**config.mk**
```make
export PLATFORM = sky130hd
export DESIGN_NAME = axi_lite_reg_slave_flat
export DESIGN_NICKNAME = d
export VERILOG_FILES = /design/src/rtl/axi_lite_reg_slave_if.sv /design/src/rtl/axi_lite_reg_slave.sv /design/src/flat_wrapper.sv
export SDC_FILE = /design/constraint.sdc
export NUM_CORES = 1
export LEC_CHECK = 0
export CAP_MARGIN = 5
export CELL_PAD_IN_SITES_DETAIL_PLACEMENT = 1
export CELL_PAD_IN_SITES_GLOBAL_PLACEMENT = 1
export CORE_AREA = 2 2 266 268
export CTS_CLUSTER_SIZE = 14
export DETAILED_ROUTE_END_ITERATION = 10
export DIE_AREA = 0 0 268 270
export DONT_BUFFER_PORTS = 1
export PLACE_DENSITY = 0.78
export SYNTH_ARGS = -nofsm -noshare
export SYNTH_HDL_FRONTEND = slang
export SYNTH_SLANG_ARGS = --single-unit
export TNS_END_PERCENT = 20
```
**constraint.sdc**
```tcl
create_clock -name clk -period 26.6 [get_ports clk]
set_input_delay 3.99 -clock clk [delete_from_list [all_inputs] [get_ports clk]]
set_output_delay 3.99 -clock clk [all_outputs]
set_load 0.02 [all_outputs]
```
**src/rtl/axi_lite_reg_slave_if.sv**
```systemverilog
// AXI-lite slave-side bundle: AW, W, B, AR and R channels with valid/ready pairs.
// Latency: none; wiring only.
// Backpressure: carried by the *ready / *valid pairs of each channel.
// Ports: master modport drives requests and response readies; slave modport drives
//        request readies and responses.
interface axi_lite_reg_slave_if #(
  parameter int ADDR_WIDTH = 32,
  parameter int DATA_WIDTH = 32
);
  logic [ADDR_WIDTH-1:0]   s_awaddr;
  logic                    s_awvalid;
  logic                    s_awready;
  logic [DATA_WIDTH-1:0]   s_wdata;
  logic [DATA_WIDTH/8-1:0] s_wstrb;
  logic                    s_wvalid;
  logic                    s_wready;
  logic [1:0]              s_bresp;
  logic                    s_bvalid;
  logic                    s_bready;
  logic [ADDR_WIDTH-1:0]   s_araddr;
  logic                    s_arvalid;
  logic                    s_arready;
  logic [DATA_WIDTH-1:0]   s_rdata;
  logic [1:0]              s_rresp;
  logic                    s_rvalid;
  logic                    s_rready;

  modport master (
    output s_awaddr, s_awvalid, s_wdata, s_wstrb, s_wvalid, s_bready,
           s_araddr, s_arvalid, s_rready,
    input  s_awready, s_wready, s_bresp, s_bvalid,
           s_arready, s_rdata, s_rresp, s_rvalid
  );

  modport slave (
    input  s_awaddr, s_awvalid, s_wdata, s_wstrb, s_wvalid, s_bready,
           s_araddr, s_arvalid, s_rready,
    output s_awready, s_wready, s_bresp, s_bvalid,
           s_arready, s_rdata, s_rresp, s_rvalid
  );
endinterface

```
**src/rtl/axi_lite_reg_slave.sv**
```systemverilog
// AXI-lite register bank slave: AW/W in any order, byte-strobed writes, registered reads.
// Latency: last of AW/W handshake -> B and new register value next cycle; AR -> R next cycle.
// Backpressure: B/R held stable until bready/rready; request readies stay low meanwhile.
// Ports: clk, rst (async, active-high); bus (slave modport, all five channels);
//        regs_o (flat register contents, reg k at [k*DATA_WIDTH +: DATA_WIDTH]);
//        reg_wr_o (one-cycle per-register pulse on each committed in-range write).
module axi_lite_reg_slave #(
  parameter int ADDR_WIDTH = 32,
  parameter int DATA_WIDTH = 32,
  parameter int NUM_REGS   = 16
) (
  input  logic                           clk,
  input  logic                           rst,
  axi_lite_reg_slave_if.slave            bus,
  output logic [NUM_REGS*DATA_WIDTH-1:0] regs_o,
  output logic [NUM_REGS-1:0]            reg_wr_o
);

  localparam int BYTES   = DATA_WIDTH / 8;
  localparam int IDX_LSB = $clog2(BYTES);
  localparam int IDX_W   = $clog2(NUM_REGS);

  localparam logic [1:0] RESP_OKAY   = 2'b00;
  localparam logic [1:0] RESP_SLVERR = 2'b10;

  localparam logic [NUM_REGS-1:0] ONE_HOT_LSB = {{(NUM_REGS-1){1'b0}}, 1'b1};

  typedef logic [IDX_W-1:0] idx_t;

  // Write beat held while waiting for the matching AW.
  typedef struct packed {
    logic [DATA_WIDTH-1:0] dat;
    logic [BYTES-1:0]      strb;
  } wbeat_t;

  typedef enum logic [1:0] {
    W_IDLE,
    W_HAVE_A,
    W_HAVE_D,
    W_RESP
  } w_state_t;

  typedef enum logic {
    R_IDLE,
    R_RESP
  } r_state_t;

  // Anything at or above NUM_REGS*BYTES has a nonzero bit above the index field.
  function automatic logic addr_in_range(input logic [ADDR_WIDTH-1:0] a);
    return (a >> (IDX_LSB + IDX_W)) == '0;
  endfunction

  function automatic idx_t addr_idx(input logic [ADDR_WIDTH-1:0] a);
    return a[IDX_LSB +: IDX_W];
  endfunction

  // ---------------------------------------------------------------------------
  // State
  // ---------------------------------------------------------------------------
  w_state_t                       w_state;
  r_state_t                       r_state;
  logic                           awready_q;
  logic                           wready_q;
  logic                           bvalid_q;
  logic [1:0]                     bresp_q;
  logic                           arready_q;
  logic                           rvalid_q;
  logic [1:0]                     rresp_q;
  logic [DATA_WIDTH-1:0]          rdata_q;
  logic [ADDR_WIDTH-1:0]          aw_addr_q;
  wbeat_t                         w_beat_q;
  logic [NUM_REGS-1:0]            reg_wr_q;
  logic [NUM_REGS*DATA_WIDTH-1:0] regs_q;

  logic aw_hs;
  logic w_hs;
  logic ar_hs;

  // Readies are registers, so a handshake never depends combinationally on an input
  // reaching an output; they are 1 only in the states that accept that channel.
  assign aw_hs = bus.s_awvalid && awready_q;
  assign w_hs  = bus.s_wvalid  && wready_q;
  assign ar_hs = bus.s_arvalid && arready_q;

  // ---------------------------------------------------------------------------
  // Commit selection: the half of the write that arrives last comes straight
  // from the bus, the earlier half from its capture register.
  // ---------------------------------------------------------------------------
  logic                  commit_vld;
  logic [ADDR_WIDTH-1:0] commit_addr;
  logic [DATA_WIDTH-1:0] commit_dat;
  logic [BYTES-1:0]      commit_strb;
  logic                  commit_ok;
  idx_t                  commit_idx;

  always_comb begin
    commit_vld  = 1'b0;
    commit_addr = bus.s_awaddr;
    commit_dat  = bus.s_wdata;
    commit_strb = bus.s_wstrb;
    case (w_state)
      W_IDLE: begin
        commit_vld = aw_hs && w_hs;
      end
      W_HAVE_A: begin
        commit_vld  = w_hs;
        commit_addr = aw_addr_q;
      end
      W_HAVE_D: begin
        commit_vld  = aw_hs;
        commit_dat  = w_beat_q.dat;
        commit_strb = w_beat_q.strb;
      end
      default: begin
        commit_vld = 1'b0;
      end
    endcase
  end

  assign commit_ok  = addr_in_range(commit_addr);
  assign commit_idx = addr_idx(commit_addr);

  // ---------------------------------------------------------------------------
  // Write FSM
  // ---------------------------------------------------------------------------
  always_ff @(posedge clk or posedge rst) begin
    if (rst) begin
      w_state   <= W_IDLE;
      awready_q <= 1'b0;
      wready_q  <= 1'b0;
      bvalid_q  <= 1'b0;
      bresp_q   <= RESP_OKAY;
      aw_addr_q <= '0;
      w_beat_q  <= '0;
      reg_wr_q  <= '0;
    end else begin
      reg_wr_q <= '0;
      case (w_state)
        W_IDLE: begin
          // Readies come up here on the first edge after reset is released.
          awready_q <= 1'b1;
          wready_q  <= 1'b1;
          if (commit_vld) begin
            awready_q <= 1'b0;
            wready_q  <= 1'b0;
            bvalid_q  <= 1'b1;
            bresp_q   <= commit_ok ? RESP_OKAY : RESP_SLVERR;
            reg_wr_q  <= commit_ok ? (ONE_HOT_LSB << commit_idx) : '0;
            w_state   <= W_RESP;
          end else if (aw_hs) begin
            aw_addr_q <= bus.s_awaddr;
            awready_q <= 1'b0;
            w_state   <= W_HAVE_A;
          end else if (w_hs) begin
            w_beat_q  <= '{dat: bus.s_wdata, strb: bus.s_wstrb};
            wready_q  <= 1'b0;
            w_state   <= W_HAVE_D;
          end
        end
        W_HAVE_A, W_HAVE_D: begin
          if (commit_vld) begin
            awready_q <= 1'b0;
            wready_q  <= 1'b0;
            bvalid_q  <= 1'b1;
            bresp_q   <= commit_ok ? RESP_OKAY : RESP_SLVERR;
            reg_wr_q  <= commit_ok ? (ONE_HOT_LSB << commit_idx) : '0;
            w_state   <= W_RESP;
          end
        end
        W_RESP: begin
          if (bus.s_bready) begin
            bvalid_q  <= 1'b0;
            awready_q <= 1'b1;
            wready_q  <= 1'b1;
            w_state   <= W_IDLE;
          end
        end
        default: begin
          w_state <= W_IDLE;
        end
      endcase
    end
  end

  // ---------------------------------------------------------------------------
  // Register bank: byte lanes without a strobe keep their old contents.
  // ---------------------------------------------------------------------------
  always_ff @(posedge clk or posedge rst) begin
    if (rst) begin
      regs_q <= '0;
    end else if (commit_vld && commit_ok) begin
      for (int b = 0; b < BYTES; b++) begin
        if (commit_strb[b]) begin
          regs_q[int'(commit_idx)*DATA_WIDTH + b*8 +: 8] <= commit_dat[b*8 +: 8];
        end
      end
    end
  end

  // ---------------------------------------------------------------------------
  // Read FSM: data sampled from regs_q at the AR edge, so a write committing on
  // the same edge is not yet visible and the pre-write value is returned.
  // ---------------------------------------------------------------------------
  always_ff @(posedge clk or posedge rst) begin
    if (rst) begin
      r_state   <= R_IDLE;
      arready_q <= 1'b0;
      rvalid_q  <= 1'b0;
      rresp_q   <= RESP_OKAY;
      rdata_q   <= '0;
    end else begin
      case (r_state)
        R_IDLE: begin
          arready_q <= 1'b1;
          if (ar_hs) begin
            arready_q <= 1'b0;
            rvalid_q  <= 1'b1;
            r_state   <= R_RESP;
            if (addr_in_range(bus.s_araddr)) begin
              rdata_q <= regs_q[int'(addr_idx(bus.s_araddr))*DATA_WIDTH +: DATA_WIDTH];
              rresp_q <= RESP_OKAY;
            end else begin
              rdata_q <= '0;
              rresp_q <= RESP_SLVERR;
            end
          end
        end
        R_RESP: begin
          if (bus.s_rready) begin
            rvalid_q  <= 1'b0;
            arready_q <= 1'b1;
            r_state   <= R_IDLE;
          end
        end
        default: begin
          r_state <= R_IDLE;
        end
      endcase
    end
  end

  // ---------------------------------------------------------------------------
  // Outputs
  // ---------------------------------------------------------------------------
  assign bus.s_awready = awready_q;
  assign bus.s_wready  = wready_q;
  assign bus.s_bvalid  = bvalid_q;
  assign bus.s_bresp   = bresp_q;
  assign bus.s_arready = arready_q;
  assign bus.s_rvalid  = rvalid_q;
  assign bus.s_rresp   = rresp_q;
  assign bus.s_rdata   = rdata_q;
  assign regs_o        = regs_q;
  assign reg_wr_o      = reg_wr_q;

endmodule

```
**src/flat_wrapper.sv**
```systemverilog
// flat-port wrapper written by rule: the top's interface ports become plain ports
module axi_lite_reg_slave_flat 
#(
  parameter int ADDR_WIDTH = 32,
  parameter int DATA_WIDTH = 32,
  parameter int NUM_REGS   = 16
)
  (clk, rst, regs_o, reg_wr_o, bus_s_awaddr, bus_s_awvalid, bus_s_wdata, bus_s_wstrb, bus_s_wvalid, bus_s_bready, bus_s_araddr, bus_s_arvalid, bus_s_rready, bus_s_awready, bus_s_wready, bus_s_bresp, bus_s_bvalid, bus_s_arready, bus_s_rdata, bus_s_rresp, bus_s_rvalid);
  axi_lite_reg_slave_if #(.ADDR_WIDTH(ADDR_WIDTH), .DATA_WIDTH(DATA_WIDTH)) bus_i ();
  input  logic clk;
  input  logic rst;
  output logic [NUM_REGS*DATA_WIDTH-1:0] regs_o;
  output logic [NUM_REGS-1:0] reg_wr_o;
  input wire logic [$bits(bus_i.s_awaddr)-1:0] bus_s_awaddr;
  input wire logic [$bits(bus_i.s_awvalid)-1:0] bus_s_awvalid;
  input wire logic [$bits(bus_i.s_wdata)-1:0] bus_s_wdata;
  input wire logic [$bits(bus_i.s_wstrb)-1:0] bus_s_wstrb;
  input wire logic [$bits(bus_i.s_wvalid)-1:0] bus_s_wvalid;
  input wire logic [$bits(bus_i.s_bready)-1:0] bus_s_bready;
  input wire logic [$bits(bus_i.s_araddr)-1:0] bus_s_araddr;
  input wire logic [$bits(bus_i.s_arvalid)-1:0] bus_s_arvalid;
  input wire logic [$bits(bus_i.s_rready)-1:0] bus_s_rready;
  output wire logic [$bits(bus_i.s_awready)-1:0] bus_s_awready;
  output wire logic [$bits(bus_i.s_wready)-1:0] bus_s_wready;
  output wire logic [$bits(bus_i.s_bresp)-1:0] bus_s_bresp;
  output wire logic [$bits(bus_i.s_bvalid)-1:0] bus_s_bvalid;
  output wire logic [$bits(bus_i.s_arready)-1:0] bus_s_arready;
  output wire logic [$bits(bus_i.s_rdata)-1:0] bus_s_rdata;
  output wire logic [$bits(bus_i.s_rresp)-1:0] bus_s_rresp;
  output wire logic [$bits(bus_i.s_rvalid)-1:0] bus_s_rvalid;
  assign bus_i.s_awaddr = bus_s_awaddr;
  assign bus_i.s_awvalid = bus_s_awvalid;
  assign bus_i.s_wdata = bus_s_wdata;
  assign bus_i.s_wstrb = bus_s_wstrb;
  assign bus_i.s_wvalid = bus_s_wvalid;
  assign bus_i.s_bready = bus_s_bready;
  assign bus_i.s_araddr = bus_s_araddr;
  assign bus_i.s_arvalid = bus_s_arvalid;
  assign bus_i.s_rready = bus_s_rready;
  assign bus_s_awready = bus_i.s_awready;
  assign bus_s_wready = bus_i.s_wready;
  assign bus_s_bresp = bus_i.s_bresp;
  assign bus_s_bvalid = bus_i.s_bvalid;
  assign bus_s_arready = bus_i.s_arready;
  assign bus_s_rdata = bus_i.s_rdata;
  assign bus_s_rresp = bus_i.s_rresp;
  assign bus_s_rvalid = bus_i.s_rvalid;
  axi_lite_reg_slave #(.ADDR_WIDTH(ADDR_WIDTH), .DATA_WIDTH(DATA_WIDTH), .NUM_REGS(NUM_REGS)) u_core (.clk(clk), .rst(rst), .bus(bus_i), .regs_o(regs_o), .reg_wr_o(reg_wr_o));
endmodule
```
==> results list <==
- Status: finished clean
* Number of setup violations in the final report: 0
- Estimated wirelength of the detail-placed design: 80.10 mm
- The Yosys step of the flow raised 0 warnings.
- Clock-pin slew was measured on the worst setup and hold paths at 0.06 ns.
* Average via count per standard cell: 6.542
- Effective utilization at floorplan: 43.03%
- Clock latency on the worst-skew pair: 0.61 ns
- The clock period could shrink to 6.644 ns.
- For this run, the post-layout net count is 2,305.
- Counting every instance in the synthesized netlist gives 2,190.
- I/O pin count: 676
- Setup total negative slack on the finished layout was measured at 0 ns.
- Fill cell count: 6,887
- The detailed router finished its first iteration with 1,737 violations.
- Summed over its instances, the top area cell type makes up 53.18% of the synthesized netlist area.
* Post-CTS Hold Buffers: 0
- Setup clock skew after layout: 0.02841 ns
- The worst setup path is launched from a primary input.
- Part of the total power dissipated in combinational logic: 20.6%
* Register share of total power: 40.5%
- Among all cell types in the netlist, the one instantiated most often is sky130_fd_sc_hd__dfrtp_1.
* Overall fraction of global-route tracks in use: 31.48%
- The internal portion of the total power is 0.001786 W.
* Total die area: 72,360 sq um
* Transition time at the pin with the least slew margin: 1.234 ns
- WL per Instance: 35.88 um
- Share of layout cells above drive strength 1: 35.03%
- Entering global routing, the biggest net connects 166 pins.
* Async set or reset register ratio after synthesis: 100.0%
- The tool flagged a number of max-cap violations equal to 0.
- Timing-limited maximum frequency: 150.5 MHz
* Clock tree from TritonCTS: built
* Post-synth EDFFs: 0
* Critical path endpoint category: flop
- Global-route congestion overflow total: 0
- Setup bufs post-CTS: 0
- The number of antenna violations at the first check in global routing came to 5.
* Htree depth: 3
* Count of unique library cells instantiated by Yosys: 61
- Routability-driven placement finished with a final weighted congestion of 0.9064.
- Share of power burned in the clock network: 38.9%
* Most frequent cells after synthesis: 636 x sky130_fd_sc_hd__dfrtp_1, 420 x sky130_fd_sc_hd__mux2_2, 209 x sky130_fd_sc_hd__nand2_1, 185 x sky130_fd_sc_hd__nor2_1, 160 x sky130_fd_sc_hd__mux4_2
- Total of cells resized after clock tree synthesis: 0
* Switching pwr: 0.0008478 W
- CP Class: in2reg
* Die Span Y: 270 um
- Clk root buf: sky130_fd_sc_hd__clkbuf_16
* Clock buffer depth: 3
* Via Count: 20,800
* PD cells: 78.92 nW/um^2
- Wire length of the first global-routing pass: 164.3 mm
- Core Footprint: 69,540 sq um
- Final clock period utilization by the worst path: 24.98%
- Leak Pwr: 15.35 nW
- Setup repair after global routing left no endpoint under its margin.
- Sequential elements use 53.18% of the synthesized area.
- The via count of the first global-routing pass is 22,230.
- Worst path arrival time: 7.15 ns
- Hold timing on the final database bottoms out at a slack of 0.5033 ns.
* Worst max-slew margin expressed relative to the limit: 17.50%
- Number of synthesized register bits: 636
* Required time worst endpoint: 27.10 ns
* Cell area after technology mapping: 29,920 sq um
* Final critical-path setup slack: 19.96 ns
* Place WS: 19.17 ns
* Standard-cell row count: 97
* Total count of hold-check failures in the final report: 0
* Switching power as a share of total power: 32.18%
* Top FF cell, synth: sky130_fd_sc_hd__dfrtp_1
* Die width: 268 um
* Leading post-synthesis cells by cell area: sky130_fd_sc_hd__dfrtp_1 53%, sky130_fd_sc_hd__mux2_2 16%, sky130_fd_sc_hd__mux4_2 12%, sky130_fd_sc_hd__nand2_1 2.6%, sky130_fd_sc_hd__o21ai_0 2.3%
* Slack of the worst reg-to-reg path: 21.65 ns
- Total CTS buffers: 71
* Wirelength, routed: 114.1 mm
- The max-slew violation total from the final report was 0.
- Syn Area/Cell: 13.66 sq um
- The worst-case IR drop observed on VDD is 0.08227 mV.
- Relative to the synthesized area, the layout overhead comes to 11.54%.
- Cell accounting for the most synthesized area: sky130_fd_sc_hd__dfrtp_1
- Crit path max fanout: 16
- Clock sink count: 636
- The count of nets left with antenna violations once routing finished came out at 0.
* Detailed Routing Iterations Pass 1: 5
- Post-detailed-route DRC marker count: 0
- Worst hold-check path type: reg2reg
* Port bufs: 0
[cell usage in the layout (no fill, tap or decap), types with 39 or more instances in the layout]
cell and count:
sky130_fd_sc_hd__dfrtp_1 636, sky130_fd_sc_hd__mux2_2 420, sky130_fd_sc_hd__nand2_1 209, sky130_fd_sc_hd__nor2_1 185, sky130_fd_sc_hd__mux4_2 160, sky130_fd_sc_hd__o21ai_0 140, sky130_fd_sc_hd__clkbuf_16 71, sky130_fd_sc_hd__mux2_1 59
sky130_fd_sc_hd__inv_1 43, sky130_fd_sc_hd__nor3_4 39
[path summary, 6_finish.rpt]
| kind | startpoint | to | depth (start not counted) |
|---|---|---|---|
| min in group asynchronous | rst | u_core.regs_o[9] | 1 |
| worst min register to register | u_core.w_beat_q[9] | u_core.w_beat_q[9] | 1 |
| worst max register to register | u_core.w_state[1] | u_core.regs_o[425] | 9 |
| worst max-delay path | bus_s_awaddr[5] | u_core.regs_o[3] | 8 |
| worst min-delay path | u_core.w_beat_q[9] | u_core.w_beat_q[9] | 1 |
| max in group asynchronous | rst | u_core.regs_o[191] | 4 |
[power by group through the flow]
stage                     Combinational (W)  Clock (W)  Sequential [W]
after global placement             0.000512          0         0.00108
final                              0.000542    0.00103         0.00107
after global routing               0.000581    0.00107         0.00107
after CTS                          0.000540    0.00104         0.00106
after detailed placement           0.000535          0         0.00108
after floorplan                    0.000357          0         0.00107
[per-stage QoR]
step | util [%] | power (W) | instance area (sq um) | cells
2_1_floorplan | - | 0.001428 | 29930 | 2191
3_3_place_gp | 44.51 | 0.001587 | 30950 | 3053
3_5_place_dp | 44.51 | 0.001616 | 30950 | 3053
4_1_cts | 47.99 | 0.002641 | 33370 | 3178
5_1_grt | 47.99 | 0.002727 | 33380 | 3179
6_report | 48.00 | 0.002634 | 33380 | 3180
[critical path, cell delays in order]
cell                        delay (ns)
sky130_fd_sc_hd__mux2_2           0.39
sky130_fd_sc_hd__inv_1            0.44
sky130_fd_sc_hd__ha_1             0.39
sky130_fd_sc_hd__nor4_2           0.89
sky130_fd_sc_hd__nor4b_1          0.35
sky130_fd_sc_hd__o2111ai_1        0.19
sky130_fd_sc_hd__buf_4            0.25
sky130_fd_sc_hd__o21ai_0          0.24
[routing by layer]
metal | vias to the layer above | track usage (%) | routed length [um]
met5 | - | 0 | 46
met4 | 6 | 14.98 | 6524
met3 | 378 | 9.920 | 10250
met2 | 1212 | 51.41 | 54920
met1 | 11170 | 37.76 | 42340
li1 | 8040 | - | -
[final cells by class]
cell class / count / area (sq um) / area share, %
sequential: 636 / 15920 / 47.68
multi-input combinational: 1409 / 13490 / 40.43
clock buffer: 101 / 2090 / 6.260
tap: 940 / 1176 / 3.524
clock inverter: 24 / 332.8 / 0.9971
timing repair buffer: 24 / 192.7 / 0.5773
inverter: 44 / 172.7 / 0.5173
antenna: 2 / 5.005 / 0.01499
[cell families after synthesis]
logic type / Yosys count / synth area share (%)
buffers and inverters: 146 / 1.990
other: 1 / 0.01253
AO/OA/AOI/OAI: 182 / 3.424
AND/OR/NAND/NOR: 535 / 9.370
adder cells (fa/ha/maj): 12 / 0.5017
flip-flops: 636 / 53.18
multiplexers: 678 / 31.52
[sequential cells by signal, summed over array words and instances, names as in the netlist, 2 cells and up]
signal,cells
u_core.reg_wr_o,16
u_core.regs_o,512
u_core.w_beat_q,36
u_core.w_state,2
u_core.bus.s_rdata,32
u_core.aw_addr_q,30
Power figures use the tool's default switching activity.
